--- src/rtl/mem_stage.sv ---
// Memory pipeline stage: issues data-memory requests, stalls upstream until
// the memory acknowledges, and registers the writeback (W) values.
module mem_stage #(
  parameter int MAX_WAIT = 16
) (
  input  logic        clk,
  input  logic        reset,
  input  logic        RegWriteM,
  input  logic        MemtoRegM,
  input  logic        MemWriteM,
  input  logic [31:0] ALUResultM,
  input  logic [31:0] WriteDataM,
  input  logic [3:0]  WriteAddrM,
  output logic        mem_req,
  output logic        mem_we,
  output logic [31:0] mem_addr,
  output logic [31:0] mem_wdata,
  input  logic [31:0] mem_rdata,
  input  logic        mem_ack,
  output logic        stallM,
  output logic        mem_err,
  output logic        RegWriteW,
  output logic        MemtoRegW,
  output logic [31:0] ReadDataW,
  output logic [31:0] ALUOutW,
  output logic [3:0]  WriteAddrW,
  output logic [31:0] ResultW
);

  typedef enum logic [1:0] {IDLE, WAIT, ERR} state_t;

  localparam int CW = (MAX_WAIT > 0) ? $clog2(MAX_WAIT + 1) : 1;

  state_t        r_state;
  logic [CW-1:0] r_cnt;
  logic          r_err;
  logic          r_reg_write_w;
  logic          r_mem_to_reg_w;
  logic [31:0]   r_read_data_w;
  logic [31:0]   r_alu_out_w;
  logic [3:0]    r_write_addr_w;

  logic          w_mem_op;
  logic          w_load;
  logic          w_req;
  logic          w_ack;
  logic          w_stall;
  logic [CW-1:0] w_cnt_inc;
  logic          w_timeout;

  // A store with MemtoRegM also set is a store only: no load, no register write.
  assign w_mem_op  = MemWriteM | MemtoRegM;
  assign w_load    = MemtoRegM & ~MemWriteM;
  assign w_req     = reset & ((r_state == WAIT) | ((r_state == IDLE) & w_mem_op));
  assign w_ack     = mem_ack & w_req;
  assign w_cnt_inc = r_cnt + 1'b1;
  assign w_timeout = (MAX_WAIT > 0) && (w_cnt_inc == CW'(MAX_WAIT));

  always_comb begin
    w_stall = 1'b1;
    case (r_state)
      IDLE:    w_stall = w_mem_op & ~w_ack;
      WAIT:    w_stall = ~w_ack;
      default: w_stall = 1'b1;
    endcase
  end

  always_ff @(posedge clk) begin
    if (!reset) begin
      r_state        <= IDLE;
      r_cnt          <= '0;
      r_err          <= 1'b0;
      r_reg_write_w  <= 1'b0;
      r_mem_to_reg_w <= 1'b0;
      r_write_addr_w <= '0;
      r_alu_out_w    <= '0;
      r_read_data_w  <= '0;
    end else begin
      case (r_state)
        IDLE: begin
          if (w_mem_op && !w_ack) begin
            r_state <= WAIT;
            r_cnt   <= '0;
          end
        end
        WAIT: begin
          if (w_ack) begin
            r_state <= IDLE;
          end else if (w_timeout) begin
            r_state <= ERR;
            r_err   <= 1'b1;
          end else begin
            r_cnt <= w_cnt_inc;
          end
        end
        ERR:     r_state <= ERR;
        default: r_state <= IDLE;
      endcase

      if (!w_stall) begin
        r_reg_write_w  <= RegWriteM & ~(MemWriteM & MemtoRegM);
        r_mem_to_reg_w <= w_load;
        r_write_addr_w <= WriteAddrM;
        r_alu_out_w    <= ALUResultM;
        if (w_load) begin
          r_read_data_w <= mem_rdata;
        end
      end else begin
        r_reg_write_w  <= 1'b0;
        r_mem_to_reg_w <= 1'b0;
      end
    end
  end

  assign mem_req    = w_req;
  assign mem_we     = MemWriteM & w_req;
  assign mem_addr   = ALUResultM;
  assign mem_wdata  = WriteDataM;
  assign stallM     = w_stall;
  assign mem_err    = r_err;
  assign RegWriteW  = r_reg_write_w;
  assign MemtoRegW  = r_mem_to_reg_w;
  assign ReadDataW  = r_read_data_w;
  assign ALUOutW    = r_alu_out_w;
  assign WriteAddrW = r_write_addr_w;
  assign ResultW    = r_mem_to_reg_w ? r_read_data_w : r_alu_out_w;

endmodule

--- config.mk ---
export PLATFORM = sky130hd
export DESIGN_NAME = mem_stage
export DESIGN_NICKNAME = d
export VERILOG_FILES = /design/src/rtl/mem_stage.sv
export SDC_FILE = /design/constraint.sdc
export NUM_CORES = 1
export LEC_CHECK = 0
export BUFFER_PORTS_ARGS = -buffer_cell sky130_fd_sc_hd__buf_2
export CAP_MARGIN = 15
export CORE_AREA = 2 2 109 111
export DETAILED_ROUTE_END_ITERATION = 8
export DIE_AREA = 0 0 111 113
export GPL_ROUTABILITY_DRIVEN = 0
export HOLD_SLACK_MARGIN = 0.12
export PLACE_DENSITY_LB_ADDON = 0.3
export SLEW_MARGIN = 20
export SYNTH_ARGS = -nofsm -noshare
export SYNTH_HDL_FRONTEND = slang
export SYNTH_SLANG_ARGS = --single-unit
--- constraint.sdc ---
create_clock -name clk -period 1.7 [get_ports clk]
set_clock_uncertainty 0.05 [all_clocks]
set_input_delay 0.255 -clock clk [delete_from_list [all_inputs] [get_ports clk]]
set_output_delay 0.255 -clock clk [all_outputs]
set_load 0.1 [all_outputs]
==> results of run 1 <==
[per-layer routing]
| metal | part of all wire, % | vias up |
|---|---|---|
| met5 | 0 | - |
| met4 | 1.2 | 0 |
| met3 | 7.0 | 26 |
| met2 | 50 | 155 |
| met1 | 42 | 1738 |
| li1 | - | 1852 |
[cells in the final DEF (no fill, tap or decap), types with 2 or more instances in the layout]
| cell type | Yosys | routed |
|---|---|---|
| clkinvlp_4 | 0 | 2 |
| buf_2 | 1 | 175 |
| dfxtp_2 | 0 | 67 |
| buf_4 | 66 | 16 |
| and3_1 | 2 | 2 |
| mux2_4 | 0 | 30 |
| o21ai_0 | 4 | 4 |
| a31oi_1 | 2 | 2 |
| nor2_1 | 4 | 4 |
| buf_12 | 0 | 38 |
| clkbuf_16 | 0 | 10 |
| dfxtp_1 | 78 | 10 |
| nand2_1 | 145 | 145 |
| mux2i_1 | 2 | 2 |
| dlygate4sd3_1 | 0 | 47 |
| nor2b_1 | 3 | 3 |
| nand2b_1 | 2 | 2 |
| a21boi_1 | 49 | 50 |
| a21boi_0 | 19 | 18 |
| nand3_1 | 3 | 2 |
| buf_6 | 8 | 10 |
| o21a_1 | 3 | 3 |
| mux2_2 | 32 | 2 |
[cell families (layout without fill, tap and decap cells)]
family | Yosys count | in the layout | share of synthesized area (%)
simple gates | 168 | 168 | 17.7
buf+inv | 94 | 305 | 16.8
compound gates | 84 | 84 | 15.8
flops | 78 | 78 | 39.5
mux | 34 | 34 | 9.62
fa+ha+maj | 2 | 2 | 0.633
other cells | 0 | 1 | 0
[repair_timing]
item,CTS,global route
pin swaps,3,3
hold buffers,47,0
setup buffers,7,0
endpoints found under the hold margin,47,0
gates resized for setup,21,9
endpoints found under the setup margin,32,42
[per-stage QoR]
step                cells  instance area (µm²)
finish                815                 6380
CTS                   814                 6350
global route          815                 6380
floorplan             460                 4160
detailed placement    744                 5430
global placement      744                 5430
[flip-flops by register name, indices dropped and copies added (netlist names)]
| register | count |
|---|---|
| WriteAddrW | 4 |
| r_state | 2 |
| mem_err | 1 |
| ReadDataW | 32 |
| MemtoRegW | 1 |
| r_cnt | 5 |
| ALUOutW | 32 |
| RegWriteW | 1 |
[worst max-delay path, stage by stage, from the launching register on]
cell and delay, ps:
dfxtp_2 320, or3_4 380, and3b_2 220, and2_4 140, buf_12 160
[power by group]
part / switching (mW) / internal (mW) / total (mW)
Clock: 0.769 / 1.27 / 2.04
Sequential: 0.0692 / 1.93 / 2.00
Combinational: 1.69 / 0.665 / 2.35
[final cells by class]
cell class	count	area, µm²	area share [%]
Antenna cell	1	2.50	0.0392
Clock buffer	11	264	4.14
Clock inverter	5	62.6	0.981
Inverter	2	8.76	0.137
Multi-Input combinational cell	288	1860	29.1
Sequential cell	78	1650	25.9
Tap cell	143	179	2.81
Timing Repair Buffer	287	2350	36.9
[final timing paths]
kind / end / cells after the start / slack [ps] / start
setup / recovery: mem_we / 4 / -160 / r_state[0]
hold / removal: ReadDataW[2] / 3 / 130 / mem_rdata[2]
setup reg to reg: r_cnt[1] / 6 / 80 / r_cnt[1]
hold reg to reg: WriteAddrW[1] / 2 / 410 / WriteAddrW[1]
==> results.yml, run 1 <==
logic_synthesis:
  ys_seq_area_share_pct: 39.5
  synth_warnings: 0
  synth_edf_count: 0
  synth_seq_cells: 78
  syn-instance-count: 460
  async_flop_share_pct: 0
  synth_top_area_share_pct: 39.5
  avgSynthCellArea_um2: 8.59
  synthTopCellsByArea: "dfxtp_1 (40%), nand2_1 (14%), buf_4 (13%)"
  syn-num-nets: 568
  synth_common_cells: "nand2_1 (145), dfxtp_1 (78), buf_4 (66)"
  synth_cell_types: 36
  yosysTopAreaCell: "dfxtp_1"
  yosysMostFrequentCell: "nand2_1"
  syn-cell-area_um2: 3950
  synth_flop_cell: "dfxtp_1"
sta:
  whs_ps: 128
  relSlewSlack_pct: 53.0
  setup_tns_ps: -1430
  setup_violations: 32
  fin_crit_ps: 1860
  slew_viol_final: 0
  period_share_pct: 109
  hold_violations: 0
  fin_ws_ps: -158
  max_freq_ghz: 0.538
  worst_slew_pin_slew_ps: 705
  rsz0062_at_grt: "true"
die:
  ioPinCount: 276
  row_count: 39
  die_w_um: 111
  die-area_um2: 12500
  core_area_um2: 11300
  fp.dieH_um: 113
  start_util_pct: 35.1
power_and_ir_drop:
  p_total_mw: 6.40
  ir_worst_vdd_uv: 434
  p_per_area_nw_per_um2: 1000
  p_leak_nw: 2.95
clock_tree:
  cts.clk_slew.worst_paths_ps: 60
  root_buffer: "clkbuf_16"
  cts-buffers-inserted: 9
  cts_tree: "done"
  ctsHtreeMaxLevel: 3
  clock_path_buffers: 2
  worstSkewPairLatency_ps: 330
  cts.sinks: 78
worst_setup_path:
  crit_required_ps: 1390
  worst-path-max-fanout: 2
  critPathKind: "reg -> out"
  start_kind: "flop"
  critPathCaptureType: "primary output"
  crit_arrival_ps: 1550
global_routing:
  gr-max-usage-layer: "met2"
  antenna_found_initial: 1
  grt-ovfl-total: 0
  track_usage_pct: 18.8
  grt_util_met1_pct: 22.2
  gr-usage-met3_pct: 5.73
  use_met2_pct: 33.7
  grt_max_degree: 80
  grt_first_pass_wirelength_um: 19100
  first_global_vias: 3730
min_path:
  worstHoldPathType: "in -> reg"
drt:
  num_vias: 3771
  drt_iter0_drc: 148
  totalWireLength_um: 12100
  drtAntennaViolNets: 0
  wl_per_cell_um: 14.9
  via_per_inst: 4.63
  drt_first_pass_iters: 4
  drc: 0
layout:
  fillCellCount: 953
  utilization_pct: 56.6
  nets: 774
  areaGrowthSynthToFinish_pct: 61.4
  final_layout_size_suffix_gt1_share_pct: 54.5
run_status:
  status: "finished with violations"
  violations: "setup timing"
run:
  drv_cap: 0
placed_design:
  dpl_worst_slack_ps: 14.1
  numPortBuffers: 211
  place_hpwl_um: 8710
(Power assumes the default switching activity.)
==> run 2, diff against run 1 <==
--- a/config.mk
+++ b/config.mk
@@ -14,3 +14,3 @@
 export HOLD_SLACK_MARGIN = 0.12
-export PLACE_DENSITY_LB_ADDON = 0.3
+export PLACE_DENSITY_LB_ADDON = 0.12
 export SLEW_MARGIN = 20
--- a/constraint.sdc
+++ b/constraint.sdc
@@ -4,2 +4,2 @@
 set_output_delay 0.255 -clock clk [all_outputs]
-set_load 0.1 [all_outputs]
+set_load 0.005 [all_outputs]
==> results.yml, run 2 (synthesis gave the netlist of run 1 again) <==
die:
  core_area_um2: 11300
  fp.dieH_um: 113
  die-area_um2: 12500
  row_count: 39
  die_w_um: 111
  start_util_pct: 35.1
  ioPinCount: 276
drt:
  drt_iter0_drc: 159
  totalWireLength_um: 12200
  drt_first_pass_iters: 4
  wl_per_cell_um: 15.1
  via_per_inst: 4.67
  drtAntennaViolNets: 0
  drc: 0
  num_vias: 3778
layout:
  fin_area_um2: 6040
  final_layout_size_suffix_gt1_share_pct: 49.8
  nets: 770
  fin_cells: 809
  layout_commonest_cell: "buf_2"
  regArea_um2: 1570
  multi_input_area_um2: 1990
  layout_common_cells: "buf_2 (197), nand2_1 (125), dfxtp_1 (76)"
  utilization_pct: 53.6
  areaGrowthSynthToFinish_pct: 52.9
  antenna_cells: 0
  fillCellCount: 1048
placed_design:
  place_hpwl_um: 7990
  place_area_um2: 4730
  place_inst: 742
  dpl_worst_slack_ps: 26.0
  numPortBuffers: 211
clock_tree:
  worstSkewPairLatency_ps: 330
  ctsHtreeMaxLevel: 3
  cts_tree: "done"
  cts.clk_slew.worst_paths_ps: 60
  cts-buffers-inserted: 9
  clock_path_buffers: 2
  root_buffer: "clkbuf_16"
  cts.sinks: 78
worst_setup_path:
  worst-path-max-fanout: 2
  cp_slowest_cell: "or3_4"
  cp_cell_sequence: "or3_4, and3b_1, and2_1, buf_2"
  crit_arrival_ps: 1430
  slowest_delay_ps: 340
  crit_family: "simple AND/OR/NAND/NOR gates"
  critPathBufInv: 1
  start_kind: "flop"
  critPathCaptureType: "primary output"
  critPathKind: "reg -> out"
  crit_required_ps: 1390
sta:
  period_share_pct: 102
  fin_ws_ps: -38.3
  rsz0062_at_grt: "true"
  setup_tns_ps: -61.8
  relSlewSlack_pct: 75.3
  hold_violations: 0
  setup_violations: 2
  whs_ps: 128
  worst_slew_pin_slew_ps: 371
  fin_crit_ps: 1740
  slew_viol_final: 0
  max_freq_ghz: 0.575
global_routing:
  grt_max_degree: 43
  antenna_found_initial: 0
  grt_first_pass_wirelength_um: 17300
  grt-ovfl-total: 0
  first_global_vias: 3493
  track_usage_pct: 16.9
power_and_ir_drop:
  p_per_area_nw_per_um2: 828
  p_leak_nw: 2.95
  ir_worst_vdd_uv: 481
  p_total_mw: 5.00
min_path:
  worstHoldPathType: "in -> reg"
run_status:
  violations: "setup timing"
  status: "finished with violations"
run:
  drv_cap: 0
-- run 2: layout make-up --
| type | instances | share of cell area (%) |
|---|---|---|
| Sequential cell | 78 | 25.9 |
| Clock buffer | 10 | 3.95 |
| Timing Repair Buffer | 283 | 32.5 |
| Inverter | 2 | 0.373 |
| Multi-Input combinational cell | 288 | 32.9 |
| Clock inverter | 5 | 1.39 |
| Tap cell | 143 | 2.96 |
-- run 2: path summary, 6_finish.rpt --
kind	start	to	slack (ps)	depth (start not counted)
max	r_state[0]	mem_we	-40	4
min	WriteAddrM[3]	WriteAddrW[3]	130	3
max reg2reg	r_state[0]	ReadDataW[26]	10	8
min reg2reg	WriteAddrW[1]	WriteAddrW[1]	410	2
-- run 2: tightest hold or removal path: stages --
cell	delay (ps)
buf_2	100
nand2_1	40
a21boi_0	60
-- run 2: repair_timing --
action                                  4_1_cts  5_1_grt
cloned                                        0        7
setup buffers                                 4        3
endpoints found under the setup margin       31       72
hold endpoints to repair                     37        1
gates resized for setup                       5      102
hold buffers                                 37        1
pin swaps                                     4       37
-- run 2: routing by layer --
| metal | part of all wire (%) | global-route usage [%] | wire (µm) |
|---|---|---|---|
| met5 | 0 | 0 | 0 |
| met4 | 2.0 | 6.50 | 244 |
| met1 | 43 | 20.3 | 5280 |
| met2 | 49 | 29.4 | 6000 |
| met3 | 5.7 | 3.96 | 693 |
-- run 2: power breakdown --
group	leakage [nW]	total [mW]	switching, mW	internal (mW)
clock	0.151	2.08	0.757	1.32
combinational	2.17	0.933	0.405	0.529
sequential	0.638	1.99	0.0745	1.92
total	2.95	5.00	1.24	3.77
